### src/rtl/median_pkg.sv
// Shared definitions for the MEDIAN serial protocol: window size, feeder FSM states, pixel index type.
package median_pkg;

  localparam int unsigned NB_PIX = 9;

  typedef enum logic [1:0] {
    IDLE,
    SEND,
    WAIT
  } feed_state_t;

  typedef logic [3:0] pix_idx_t;

  localparam pix_idx_t LAST_IDX = pix_idx_t'(NB_PIX - 1);

endpackage

### src/rtl/median_feeder_bank.sv
// One 9-entry window buffer: indexed write/read ports plus a full flag set by the last write.
module pixel_bank
  import median_pkg::*;
#(
  parameter int unsigned WIDTH = 8
) (
  input  logic             clk_i,
  input  logic             rst_ni,
  input  logic             wr_en_i,
  input  pix_idx_t         wr_idx_i,
  input  logic [WIDTH-1:0] wr_data_i,
  input  pix_idx_t         rd_idx_i,
  output logic [WIDTH-1:0] rd_data_o,
  input  logic             clr_i,
  output logic             full_o
);

  logic [WIDTH-1:0] mem_q [NB_PIX];
  logic             full_q;

  always_ff @(posedge clk_i or negedge rst_ni) begin
    if (!rst_ni) begin
      for (int unsigned i = 0; i < NB_PIX; i++) begin
        mem_q[i] <= '0;
      end
      full_q <= 1'b0;
    end else begin
      if (wr_en_i) begin
        mem_q[wr_idx_i] <= wr_data_i;
      end
      // Writes only target a non-full bank and clears only a full one, so they never collide.
      if (wr_en_i && (wr_idx_i == LAST_IDX)) begin
        full_q <= 1'b1;
      end else if (clr_i) begin
        full_q <= 1'b0;
      end
    end
  end

  assign rd_data_o = mem_q[rd_idx_i];
  assign full_o    = full_q;

endmodule

### src/rtl/median_feeder.sv
// Ping-pong window buffer feeding MEDIAN as 9-cycle DSI bursts, with DSO timeout and result handshake.
module median_feeder
  import median_pkg::*;
#(
  parameter int unsigned WIDTH   = 8,
  parameter int unsigned TIMEOUT = 63
) (
  input  logic             CLK,
  input  logic             nRST,
  input  logic [WIDTH-1:0] PIX,
  input  logic             PIX_VLD,
  output logic             PIX_RDY,
  output logic [WIDTH-1:0] MDI,
  output logic             MDSI,
  input  logic [WIDTH-1:0] MDO,
  input  logic             MDSO,
  output logic [WIDTH-1:0] RES,
  output logic             RES_VLD,
  input  logic             RES_RDY,
  output logic             ERR
);

  localparam int unsigned CNT_W = $clog2(TIMEOUT + 1);

  feed_state_t      state_q, state_d;
  pix_idx_t         k_q, k_d, rd_idx, wr_idx_q, wr_idx_d;
  logic [CNT_W-1:0] cnt_q, cnt_d;
  logic [WIDTH-1:0] mdi_q, mdi_d, res_q, res_d;
  logic [WIDTH-1:0] rd_data, rd_data_a, rd_data_b;
  logic             mdsi_q, mdsi_d, res_vld_q, res_vld_d, err_q, err_d;
  logic             wr_bank_q, wr_bank_d, rd_bank_q, rd_bank_d, rdy_en_q;
  logic             full_a, full_b, wr_full, rd_full, pix_fire, rd_done;

  pixel_bank #(.WIDTH(WIDTH)) u_bank_a (
    .clk_i     (CLK),
    .rst_ni    (nRST),
    .wr_en_i   (pix_fire & ~wr_bank_q),
    .wr_idx_i  (wr_idx_q),
    .wr_data_i (PIX),
    .rd_idx_i  (rd_idx),
    .rd_data_o (rd_data_a),
    .clr_i     (rd_done & ~rd_bank_q),
    .full_o    (full_a)
  );

  pixel_bank #(.WIDTH(WIDTH)) u_bank_b (
    .clk_i     (CLK),
    .rst_ni    (nRST),
    .wr_en_i   (pix_fire & wr_bank_q),
    .wr_idx_i  (wr_idx_q),
    .wr_data_i (PIX),
    .rd_idx_i  (rd_idx),
    .rd_data_o (rd_data_b),
    .clr_i     (rd_done & rd_bank_q),
    .full_o    (full_b)
  );

  assign wr_full  = wr_bank_q ? full_b : full_a;
  assign rd_full  = rd_bank_q ? full_b : full_a;
  assign rd_data  = rd_bank_q ? rd_data_b : rd_data_a;
  assign PIX_RDY  = rdy_en_q & ~wr_full;
  assign pix_fire = PIX_VLD & PIX_RDY;

  // Outputs are registered, so the read index looks one pixel ahead of the one on MDI.
  assign rd_idx = ((state_q == SEND) && (k_q != LAST_IDX)) ? k_q + pix_idx_t'(1) : '0;

  always_comb begin
    wr_idx_d  = wr_idx_q;
    wr_bank_d = wr_bank_q;
    if (pix_fire) begin
      if (wr_idx_q == LAST_IDX) begin
        wr_idx_d  = '0;
        wr_bank_d = ~wr_bank_q;
      end else begin
        wr_idx_d = wr_idx_q + pix_idx_t'(1);
      end
    end
  end

  always_comb begin
    state_d   = state_q;
    k_d       = k_q;
    cnt_d     = cnt_q;
    mdi_d     = '0;
    mdsi_d    = 1'b0;
    res_d     = res_q;
    res_vld_d = res_vld_q & ~RES_RDY;
    err_d     = err_q;
    rd_bank_d = rd_bank_q;
    rd_done   = 1'b0;
    unique case (state_q)
      IDLE: begin
        // Holding off while a result is pending means a capture can never overwrite it.
        if (rd_full && !res_vld_q) begin
          state_d = SEND;
          k_d     = '0;
          mdsi_d  = 1'b1;
          mdi_d   = rd_data;
        end
      end
      SEND: begin
        if (k_q == LAST_IDX) begin
          state_d   = WAIT;
          cnt_d     = '0;
          rd_done   = 1'b1;
          rd_bank_d = ~rd_bank_q;
        end else begin
          k_d    = k_q + pix_idx_t'(1);
          mdsi_d = 1'b1;
          mdi_d  = rd_data;
        end
      end
      WAIT: begin
        if (MDSO) begin
          res_d     = MDO;
          res_vld_d = 1'b1;
          state_d   = IDLE;
        end else if (cnt_q == CNT_W'(TIMEOUT)) begin
          err_d   = 1'b1;
          state_d = IDLE;
        end else begin
          cnt_d = cnt_q + CNT_W'(1);
        end
      end
      default: state_d = IDLE;
    endcase
  end

  always_ff @(posedge CLK or negedge nRST) begin
    if (!nRST) begin
      state_q   <= IDLE;
      k_q       <= '0;
      cnt_q     <= '0;
      mdi_q     <= '0;
      mdsi_q    <= 1'b0;
      res_q     <= '0;
      res_vld_q <= 1'b0;
      err_q     <= 1'b0;
      rd_bank_q <= 1'b0;
      wr_bank_q <= 1'b0;
      wr_idx_q  <= '0;
      rdy_en_q  <= 1'b0;
    end else begin
      state_q   <= state_d;
      k_q       <= k_d;
      cnt_q     <= cnt_d;
      mdi_q     <= mdi_d;
      mdsi_q    <= mdsi_d;
      res_q     <= res_d;
      res_vld_q <= res_vld_d;
      err_q     <= err_d;
      rd_bank_q <= rd_bank_d;
      wr_bank_q <= wr_bank_d;
      wr_idx_q  <= wr_idx_d;
      rdy_en_q  <= 1'b1;
    end
  end

  assign MDI     = mdi_q;
  assign MDSI    = mdsi_q;
  assign RES     = res_q;
  assign RES_VLD = res_vld_q;
  assign ERR     = err_q;

endmodule

### config.mk
export PLATFORM = sky130hd
export DESIGN_NAME = median_feeder
export DESIGN_NICKNAME = d
export VERILOG_FILES = /design/src/rtl/median_pkg.sv /design/src/rtl/median_feeder_bank.sv /design/src/rtl/median_feeder.sv
export SDC_FILE = /design/constraint.sdc
export NUM_CORES = 1
export LEC_CHECK = 0
export ABC_CLOCK_PERIOD_IN_PS = 2600
export CORE_UTILIZATION = 55
export DETAILED_ROUTE_END_ITERATION = 16
export PLACE_DENSITY = 0.84
export SETUP_SLACK_MARGIN = 0.1
export SLEW_MARGIN = 20
export SYNTH_ARGS = -nofsm -noshare
export SYNTH_HDL_FRONTEND = slang
export SYNTH_SLANG_ARGS = --single-unit
### constraint.sdc
create_clock -name CLK -period 2.6 [get_ports CLK]
set_input_delay 0.52 -clock CLK [delete_from_list [all_inputs] [get_ports CLK]]
set_output_delay 0.52 -clock CLK [all_outputs]
set_load 0.02 [all_outputs]
==> flow_metrics.py, run 1 <==
metrics = {
    "synthesis": {
        "yosysSeqAreaShare_pct": 52.6,
        "synth_compound_area_share_pct": 9.65,
        "ys_seq_elements": 184,
        "synth_fp_nets": 767,
        "synth_top_family_by_area": "multiplexers",
        "yosys.cell_count.top_type": "dfrtp_1",
        "synth_edf_count": 0,
        "synth-adder-area-share_pct": 1.00,
        "ys_async_sr_fraction_pct": 100,
        "synth_top_area_cell": "dfrtp_1",
        "yosysWarnings": 0,
        "synth_ff_type": "dfrtp_1",
        "synthCells": 739,
        "synthDistinctLibCells": 54,
        "syn_area_per_cell_um2": 11.8,
        "synth_area_leaders": "dfrtp_1 (53%), mux2_2 (21%), nand2_1 (2.8%)",
        "synthSimpleGateAreaFrac_pct": 10.0,
        "yosys-top-cells-count": "dfrtp_1 (184), mux2_2 (160), nand2_1 (65)",
        "synth.area.mux_share_pct": 23.0,
        "synth_top_area_share_pct": 52.6,
        "synth_area_mm2": 0.00875,
        "synthXorXnorAreaFrac_pct": 0.600,
    },
    "sta": {
        "drv_slew": 0,
        "finalSetupTns_ns": 0,
        "maxSlewHeadroom_pct": 37.5,
        "setup-violations-final": 0,
        "fin_crit_ns": 2.42,
        "hold_viol": 0,
        "rsz0062_at_grt": "false",
        "timing.final.crit_share_pct": 93.3,
        "tightestPinTransition_ns": 0.935,
        "fin_ws_ns": 0.175,
        "finalClockSkew_ns": 0.00812,
        "fmax_mhz": 412,
    },
    "layout": {
        "fin_util_pct": 66.6,
        "syn2layout_area_growth_pct": 16.9,
        "nets": 828,
        "drive_gt1_share_pct": 31.6,
    },
    "clocking": {
        "clk_latency_ns": 0.43,
        "cts_tree": "yes",
        "clk_pin_slew_ns": 0.06,
        "clock_path_buffers": 2,
        "clock-root-buffer": "clkbuf_16",
        "cts_sinks": 184,
        "cts_htree_levels": 4,
        "cts_inserted_buffers": 17,
    },
    "detailed_routing": {
        "ant_nets": 0,
        "vias": 6338,
        "drt_wl_total_mm": 22.0,
        "top_layer": "met4",
        "wl_met3_mm": 1.54,
        "drc": 0,
        "drt_iter0_drc": 555,
        "wl_per_cell_um": 21.5,
        "drt-pass1-iter-count": 5,
        "via_per_inst": 6.20,
        "m1WireLength_mm": 8.87,
        "wl_met2_mm": 10.9,
    },
    "place": {
        "dp_slack_ns": 0.104,
        "numPortBuffers": 40,
        "gp_congestion": 0.956,
        "hpwl_mm": 14.8,
    },
    "worst_setup_path": {
        "r2r-end": "MDI[7]",
        "critPathKind": "reg2reg",
        "cp_max_fo": 5,
        "endpoint": "MDI[7]",
        "cp-end-kind": "flip-flop",
        "worstPathArrival_ns": 2.72,
        "rr_startpoint": "k_q[0]",
        "r2r_slack_ns": 0.18,
        "reg2regPathDepth": 9,
        "max_stage_delay_ns": 0.45,
        "critPathLaunchType": "flip-flop",
        "required_ns": 2.89,
        "cp_cell_sequence": "inv_2 -> ha_1 -> nand3b_1 -> buf_4 -> nand2_1 -> o22ai_1 -> a2111o_1 -> a311o_1 -> o21ai_0",
        "critPathLaunch": "k_q[0]",
        "critPathSlowestCell": "dfrtp_2",
    },
    "floorplanning": {
        "io-pin-count": 41,
        "initial_core_util_pct": 56.9,
        "dieArea_mm2": 0.0164,
        "core_area_mm2": 0.0154,
        "rows": 45,
        "fp.dieH_um": 128,
        "die_w_um": 128,
    },
    "run": {
        "drv_cap": 0,
    },
    "global_route": {
        "grt_max_degree": 63,
        "grt_first_pass_wirelength_mm": 35.0,
        "grtUsageTotal_pct": 28.7,
        "antenna_found_initial": 1,
        "grt_pass1_vias": 6583,
        "grt_remaining_overflow": 0,
    },
    "power_and_ir_drop": {
        "powerDensity_mw_per_mm2": 1110,
        "p_total_w": 0.0113,
        "leakage_nw": 4.82,
        "peakVddDrop_mv": 0.918,
    },
    "hold_path": {
        "worstHoldPathCells": 2,
        "hold_class": "reg2reg",
    },
    "outcome": {
        "status": "completed",
    },
}
## state kept, by name, indices dropped and copies added, names as in the netlist
register         flops
MDSI                 1
u_bank_a.mem_q      72
u_bank_a.full_o      1
RES_VLD              1
state_q              2
cnt_q                6
ERR                  1
wr_idx_q             4
k_q                  4
RES                  8
rdy_en_q             1
wr_bank_q            1
rd_bank_q            1
MDI                  8
u_bank_b.full_o      1
u_bank_b.mem_q      72
## how the worst min path moves through the flow
| stage | start | end | slack (ns) |
|---|---|---|---|
| finish | ERR | ERR | 0.49 |
| global route | u_bank_b.mem_q[7] | u_bank_b.mem_q[7] | 0.51 |
| CTS | ERR | ERR | 0.49 |
| detailed placement | nRST | u_bank_b.mem_q[58] | 0.39 |
| global placement | nRST | u_bank_b.mem_q[58] | 0.38 |
| floorplan | nRST | ERR | 0.22 |
## through the flow
| step | instances | hold slack (ns) | area [um2] |
|---|---|---|---|
| floorplan | 739 | 0.224 | 8750 |
| global placement | 990 | 0.385 | 9610 |
| detailed placement | 990 | 0.393 | 9610 |
| CTS | 1021 | 0.487 | 10200 |
| global route | 1022 | 0.510 | 10200 |
| finish | 1023 | 0.489 | 10200 |
## cells by family after synthesis
family / count (synthesis)
other: 1
adder cells (fa/ha/maj): 7
AND/OR/NAND/NOR: 171
buffers and inverters: 62
XOR/XNOR: 6
AO/OA/AOI/OAI: 127
flip-flops: 184
multiplexers: 181
## worst max-delay path, delay by kind of cell (launching register included)
| family | cells | cell delay (ns) |
|---|---|---|
| AOI/OAI and AO/OA | 4 | 1.05 |
| DFF | 1 | 0.45 |
| and+or+nand+nor | 2 | 0.32 |
| buffers and inverters | 2 | 0.27 |
| adders and majority gates | 1 | 0.21 |
## metal layers
layer / vias up / GRT usage (%)
met5: - / 0
met4: 0 / 13.7
met3: 64 / 6.89
met2: 289 / 48.2
met1: 3214 / 34.8
li1: 2771 / -
## power by group
group | switching, W | total (W) | internal (W)
clock | 0.00104 | 0.00250 | 0.00146
sequential | 0.000413 | 0.00383 | 0.00341
combinational | 0.00297 | 0.00502 | 0.00205
total | 0.00442 | 0.0113 | 0.00692
## cells in the final DEF, fill, tap and decap left out, drive strengths merged, types with 11 or more instances in the layout
cell type,instances
clkdlybuf4s50,39
nor2b,11
and2,20
nor2,20
nand2,73
a211oi,19
a21oi,27
mux2i,19
buf,45
o21ai,25
dfrtp,184
nand3,18
inv,19
mux2,162
clkbuf,23
## final cells by class
| class | instances | area [um2] |
|---|---|---|
| antenna | 1 | 2.50 |
| clock inverter | 7 | 93.8 |
| clock buffer | 23 | 468 |
| multi-input combinational | 493 | 3920 |
| timing repair buffer | 85 | 805 |
| fill | 1109 | 5140 |
| tap | 211 | 264 |
| inverter | 19 | 71.3 |
| sequential | 184 | 4610 |
## what timing repair did
item,in CTS,in global routing
gates cloned,0,0
buffers inserted,0,1
hold buffers,1,0
setup endpoints to repair,2,7
gates resized for setup,2,6
endpoints found under the hold margin,21,0
pin swaps,0,0
(Power assumes the default switching activity.)
==> inputs of run 2 (changes only) <==
ABC_CLOCK_PERIOD_IN_PS = 2900   (was 2600)
CORE_UTILIZATION = 44   (was 55)
PLACE_DENSITY = 0.63   (was 0.84)
clock period = 2.9 ns   (was 2.6 ns; I/O delays follow)
==> run 2 against run 1 <==
Against the previous run:
- clock skew down 0.0023 ns
- worst setup slack better by 0.11 ns
- combinational power fell by 16%
- largest power group unchanged
==> flow_metrics.py, run 2 (synthesis gave the netlist of run 1 again) <==
metrics = {
    "clocking": {
        "clock-root-buffer": "clkbuf_16",
        "post_cts.repair.setup_buffers": 0,
        "clock_path_buffers": 2,
        "holdBufCountCts": 0,
        "cts_tree": "yes",
        "cts_htree_levels": 4,
        "cts_inserted_buffers": 17,
        "clk_pin_slew_ns": 0.07,
        "cts_sinks": 184,
        "clk_latency_ns": 0.43,
    },
    "sta": {
        "tightestPinTransition_ns": 0.811,
        "finalClockSkew_ns": 0.00580,
        "fin_crit_ns": 2.62,
        "setup-violations-final": 0,
        "rsz0062_at_grt": "false",
        "drv_slew": 0,
        "fmax_mhz": 382,
        "timing.final.crit_share_pct": 90.2,
        "hold_viol": 0,
        "maxSlewHeadroom_pct": 45.8,
        "finalSetupTns_ns": 0,
    },
    "worst_setup_path": {
        "required_ns": 3.18,
        "critPathLaunchType": "flip-flop",
        "critPathKind": "reg2reg",
        "cp_max_fo": 32,
        "worstPathArrival_ns": 2.90,
        "cp-end-kind": "flip-flop",
    },
    "detailed_routing": {
        "drc": 0,
        "wl_per_cell_um": 20.9,
        "via_per_inst": 5.69,
        "wl_met2_mm": 10.7,
        "drt-pass1-iter-count": 5,
        "ant_nets": 0,
        "m1WireLength_mm": 9.95,
        "vias": 6015,
        "wl_met3_um": 902,
        "top_layer": "met4",
        "drt_wl_total_mm": 22.1,
        "drt_iter0_drc": 456,
    },
    "global_route": {
        "grt_first_pass_wirelength_mm": 35.0,
        "grtUsageTotal_pct": 23.2,
        "antenna_found_initial": 0,
        "grt_max_degree": 61,
        "grt_pass1_vias": 6187,
        "grt_remaining_overflow": 0,
    },
    "layout": {
        "final_common_cell": "dfrtp_1",
        "drive_gt1_share_pct": 29.6,
        "fin_area_mm2": 0.0101,
        "fillers": 1724,
        "multi_input_area_mm2": 0.00388,
        "reg_top3": "u_bank_a.mem_q x72, u_bank_b.mem_q x72",
        "final_cell_mix": "dfrtp_1 (184), mux2_2 (160), nand2_1 (65), clkdlybuf4s50_1 (39), a21oi_1 (26)",
        "nets": 810,
        "stdcell_count": 1058,
        "syn2layout_area_growth_pct": 15.3,
        "register_area_mm2": 0.00460,
        "n_antenna_cell": 0,
        "fin_util_pct": 51.9,
    },
    "floorplanning": {
        "rows": 51,
        "fp.dieH_um": 143,
        "die_w_um": 143,
        "initial_core_util_pct": 45.0,
        "core_area_mm2": 0.0195,
        "io-pin-count": 41,
        "dieArea_mm2": 0.0205,
    },
    "power_and_ir_drop": {
        "clkPwrFrac_pct": 22.9,
        "p_sw_share_pct": 39.2,
        "total_switching_power_w": 0.00387,
        "powerDensity_mw_per_mm2": 978,
        "peakVddDrop_mv": 0.431,
        "p_seq_share_pct": 34.4,
        "intPower_w": 0.00600,
        "leakage_nw": 4.69,
        "pwr-share-comb_pct": 42.7,
    },
    "hold_path": {
        "hold_class": "in2async",
    },
    "outcome": {
        "status": "completed",
    },
    "place": {
        "gp_congestion": 0.855,
        "dpl-instance-area_mm2": 0.00952,
        "dp_cells": 1028,
        "hpwl_mm": 15.1,
        "numPortBuffers": 40,
    },
    "run": {
        "drv_cap": 0,
    },
}
## run 2: cell count changes in the layout (fill, tap and decap cells not counted), moves of 2 or more
cell        change
o32ai_1         +3
a221oi_2        -2
o32ai_2         -3
clkinv_4        +2
a221oi_1        +2
buf_4          -14
buf_12          -3
clkbuf_1        -3
clkinvlp_4      +4
## run 2: final timing paths
kind | to | start | cells past startpoint | slack, ns
setup / recovery | MDI[3] | k_q[1] | 8 | 0.28
hold / removal | RES[2] | nRST | 1 | 0.11
setup reg to reg | MDI[3] | k_q[1] | 8 | 0.28
hold reg to reg | ERR | ERR | 2 | 0.47
max in group asynchronous | u_bank_a.mem_q[58] | nRST | 2 | 1.93
min in group CLK | ERR | ERR | 2 | 0.47
## run 2: through the flow
step	power, W	setup WS (ns)	hold WS (ns)
after floorplan	0.00610	0.774	0.284
after global placement	0.00753	0.0888	0.455
after detailed placement	0.00762	0.0313	0.460
after CTS	0.00990	0.289	0.122
after global routing	0.0104	0.100	0.138
final	0.00987	0.284	0.110
## run 2: final cells by class
cell class / instances / share of cell area (%)
Clock buffer: 19 / 4.39
Inverter: 19 / 0.707
Clock inverter: 11 / 1.26
Timing Repair Buffer: 67 / 6.24
Sequential cell: 184 / 45.6
Tap cell: 265 / 3.29
Multi-Input combinational cell: 493 / 38.5
## run 2: power by group through the flow
stage	registers (W)	logic, W	clock network (W)
detailed placement	0.00343	0.00419	0
CTS	0.00339	0.00420	0.00231
global route	0.00345	0.00456	0.00242
floorplan	0.00345	0.00265	0
global placement	0.00341	0.00412	0
finish	0.00340	0.00422	0.00226
## run 2: per-layer routing
metal | vias to the layer above | GRT usage, %
li1 | 2734 | -
met1 | 3087 | 30.6
met2 | 163 | 37.8
met3 | 31 | 4.73
met4 | 0 | 8.55
met5 | - | 0
## run 2: worst max-delay path, cell delays in order (launching register included)
cell and delay, ns:
dfrtp_1 0.42, inv_1 0.08, ha_1 0.54, nand3_1 0.20, buf_4 0.29, a211oi_1 0.26, a211oi_1 0.11, o21ai_0 0.43
a21oi_1 0.13
## run 2: what timing repair did
| item | 4_1_cts | 5_1_grt |
|---|---|---|
| gates resized for setup | 0 | 2 |
| setup endpoints to repair | 0 | 17 |
| endpoints found under the hold margin | 0 | 0 |
==> inputs of run 3 (changes only) <==
RECOVER_POWER = 25   (was unset)
==> run 3 against run 2 <==
Against the previous run:
- maximum frequency is 0.38% lower
- largest power group unchanged
- power is essentially flat
- count of clock-buffer cells in the layout did not move
- utilization is 0.12 points lower
- die area unchanged
- via count rose by 0.62%
- non-clock buffer count stayed put
- sequential cell count did not move
- final cell count unchanged
- highest routed layer unchanged
- routed wire length decreased by 0.11%
- sequential share of layout area increased by 0.10 points
- sequential power about the same
==> flow_metrics.py, run 3 (synthesis gave the netlist of run 1 again) <==
metrics = {
    "detailed_routing": {
        "drt_iter0_drc": 414,
        "drt_wl_total_mm": 22.1,
        "via_per_inst": 5.72,
        "wl_met3_um": 940,
        "wl_met2_mm": 10.8,
        "m1WireLength_mm": 9.86,
        "ant_nets": 0,
        "vias": 6052,
        "drc": 0,
        "drt-pass1-iter-count": 5,
        "top_layer": "met4",
        "wl_per_cell_um": 20.9,
    },
    "sta": {
        "drv_slew": 0,
        "maxSlewHeadroom_pct": 2.11,
        "finalSetupTns_ns": 0,
        "tightestPinTransition_ns": 1.47,
        "fin_crit_ns": 2.63,
        "setup-violations-final": 0,
        "hold_viol": 0,
        "rsz0062_at_grt": "false",
        "timing.final.crit_share_pct": 90.5,
        "finalClockSkew_ns": 0.00580,
        "fmax_mhz": 381,
    },
    "clocking": {
        "clk_pin_slew_ns": 0.07,
        "holdBufCountCts": 0,
        "cts_inserted_buffers": 17,
        "clock_path_buffers": 2,
        "post_cts.repair.setup_buffers": 0,
        "cts_tree": "yes",
        "cts_htree_levels": 4,
        "post_cts_resized": 0,
        "clock-root-buffer": "clkbuf_16",
        "clk_latency_ns": 0.43,
        "cts_sinks": 184,
    },
    "layout": {
        "multi_input_area_mm2": 0.00388,
        "reg_top3": "u_bank_a.mem_q x72, u_bank_b.mem_q x72",
        "drive_gt1_share_pct": 29.5,
        "nets": 810,
        "syn2layout_area_growth_pct": 15.0,
        "register_area_mm2": 0.00460,
        "fin_util_pct": 51.7,
        "n_antenna_cell": 0,
        "final_common_cell": "dfrtp_1",
        "fin_area_mm2": 0.0101,
        "fillers": 1729,
        "final_cell_mix": "dfrtp_1 (184), mux2_2 (160), nand2_1 (65), clkdlybuf4s50_1 (39), a21oi_1 (26)",
    },
    "floorplanning": {
        "die_w_um": 143,
        "core_area_mm2": 0.0195,
        "dieArea_mm2": 0.0205,
        "io-pin-count": 41,
        "rows": 51,
        "initial_core_util_pct": 45.0,
        "fp.dieH_um": 143,
    },
    "place": {
        "numPortBuffers": 40,
        "gp_congestion": 0.855,
        "dpl-instance-area_mm2": 0.00952,
        "hpwl_mm": 15.1,
    },
    "run": {
        "drv_cap": 0,
    },
    "global_route": {
        "grtUsageTotal_pct": 23.2,
        "antenna_found_initial": 0,
        "grt_first_pass_wirelength_mm": 35.0,
        "grt_pass1_vias": 6187,
        "grt_max_degree": 61,
        "grt_remaining_overflow": 0,
    },
    "worst_setup_path": {
        "worstPathArrival_ns": 2.91,
        "cp_max_fo": 32,
        "critPathLaunchType": "flip-flop",
        "critPathKind": "reg2reg",
        "required_ns": 3.19,
        "reg2regPathDepth": 8,
        "cp-end-kind": "flip-flop",
    },
    "power_and_ir_drop": {
        "leakage_nw": 4.68,
        "peakVddDrop_mv": 0.435,
        "powerDensity_mw_per_mm2": 980,
    },
    "outcome": {
        "status": "completed",
    },
    "hold_path": {
        "worstHoldPathCells": 2,
        "hold_class": "reg2reg",
    },
}
-- run 3: area by class of cell --
class                      instances  share of cell area [%]
clock buffer                      19                    4.40
clock inverter                    11                    1.27
inverter                          19                   0.708
multi-input combinational        493                    38.6
sequential                       184                    45.7
tap                              265                    3.29
timing repair buffer              67                    6.03
-- run 3: through the flow --
| stage | total power (W) | hold WS [ns] | instances | setup WS, ns |
|---|---|---|---|---|
| after detailed placement | 0.00762 | 0.460 | 1028 | 0.0313 |
| after floorplan | 0.00610 | 0.284 | 739 | 0.774 |
| after global placement | 0.00753 | 0.455 | 1028 | 0.0888 |
| after CTS | 0.00990 | 0.122 | 1058 | 0.289 |
| after global routing | 0.0104 | 0.505 | 1058 | 0.100 |
| final | 0.00987 | 0.467 | 1058 | 0.274 |
-- run 3: power breakdown --
part           total, W  leakage [nW]  switching [W]  internal [W]
Sequential      0.00339          2.48       0.000336       0.00306
Combinational   0.00422          1.94        0.00256       0.00166
Clock           0.00226         0.259       0.000975       0.00128
-- run 3: layer usage --
metal	vias up	global-route usage (%)
met5	-	0
met4	0	8.55
met3	35	4.73
met2	158	37.8
met1	3119	30.6
li1	2740	-
-- run 3: final timing paths --
| check | endpoint | from | slack, ns |
|---|---|---|---|
| max | MDI[3] | k_q[1] | 0.27 |
| min | ERR | ERR | 0.47 |
| max reg2reg | MDI[3] | k_q[1] | 0.27 |
| min reg2reg | ERR | ERR | 0.47 |
| max in group asynchronous | u_bank_b.mem_q[14] | nRST | 0.75 |
| min in group asynchronous | RES[2] | nRST | 0.49 |
-- run 3: worst max-delay path, cell delays in order, from the launching register on --
cell,delay (ns)
dfrtp_1,0.42
inv_1,0.07
ha_1,0.53
nand3_1,0.21
buf_4,0.29
a211oi_1,0.26
a211oi_1,0.11
o21ai_0,0.44
a21oi_1,0.13
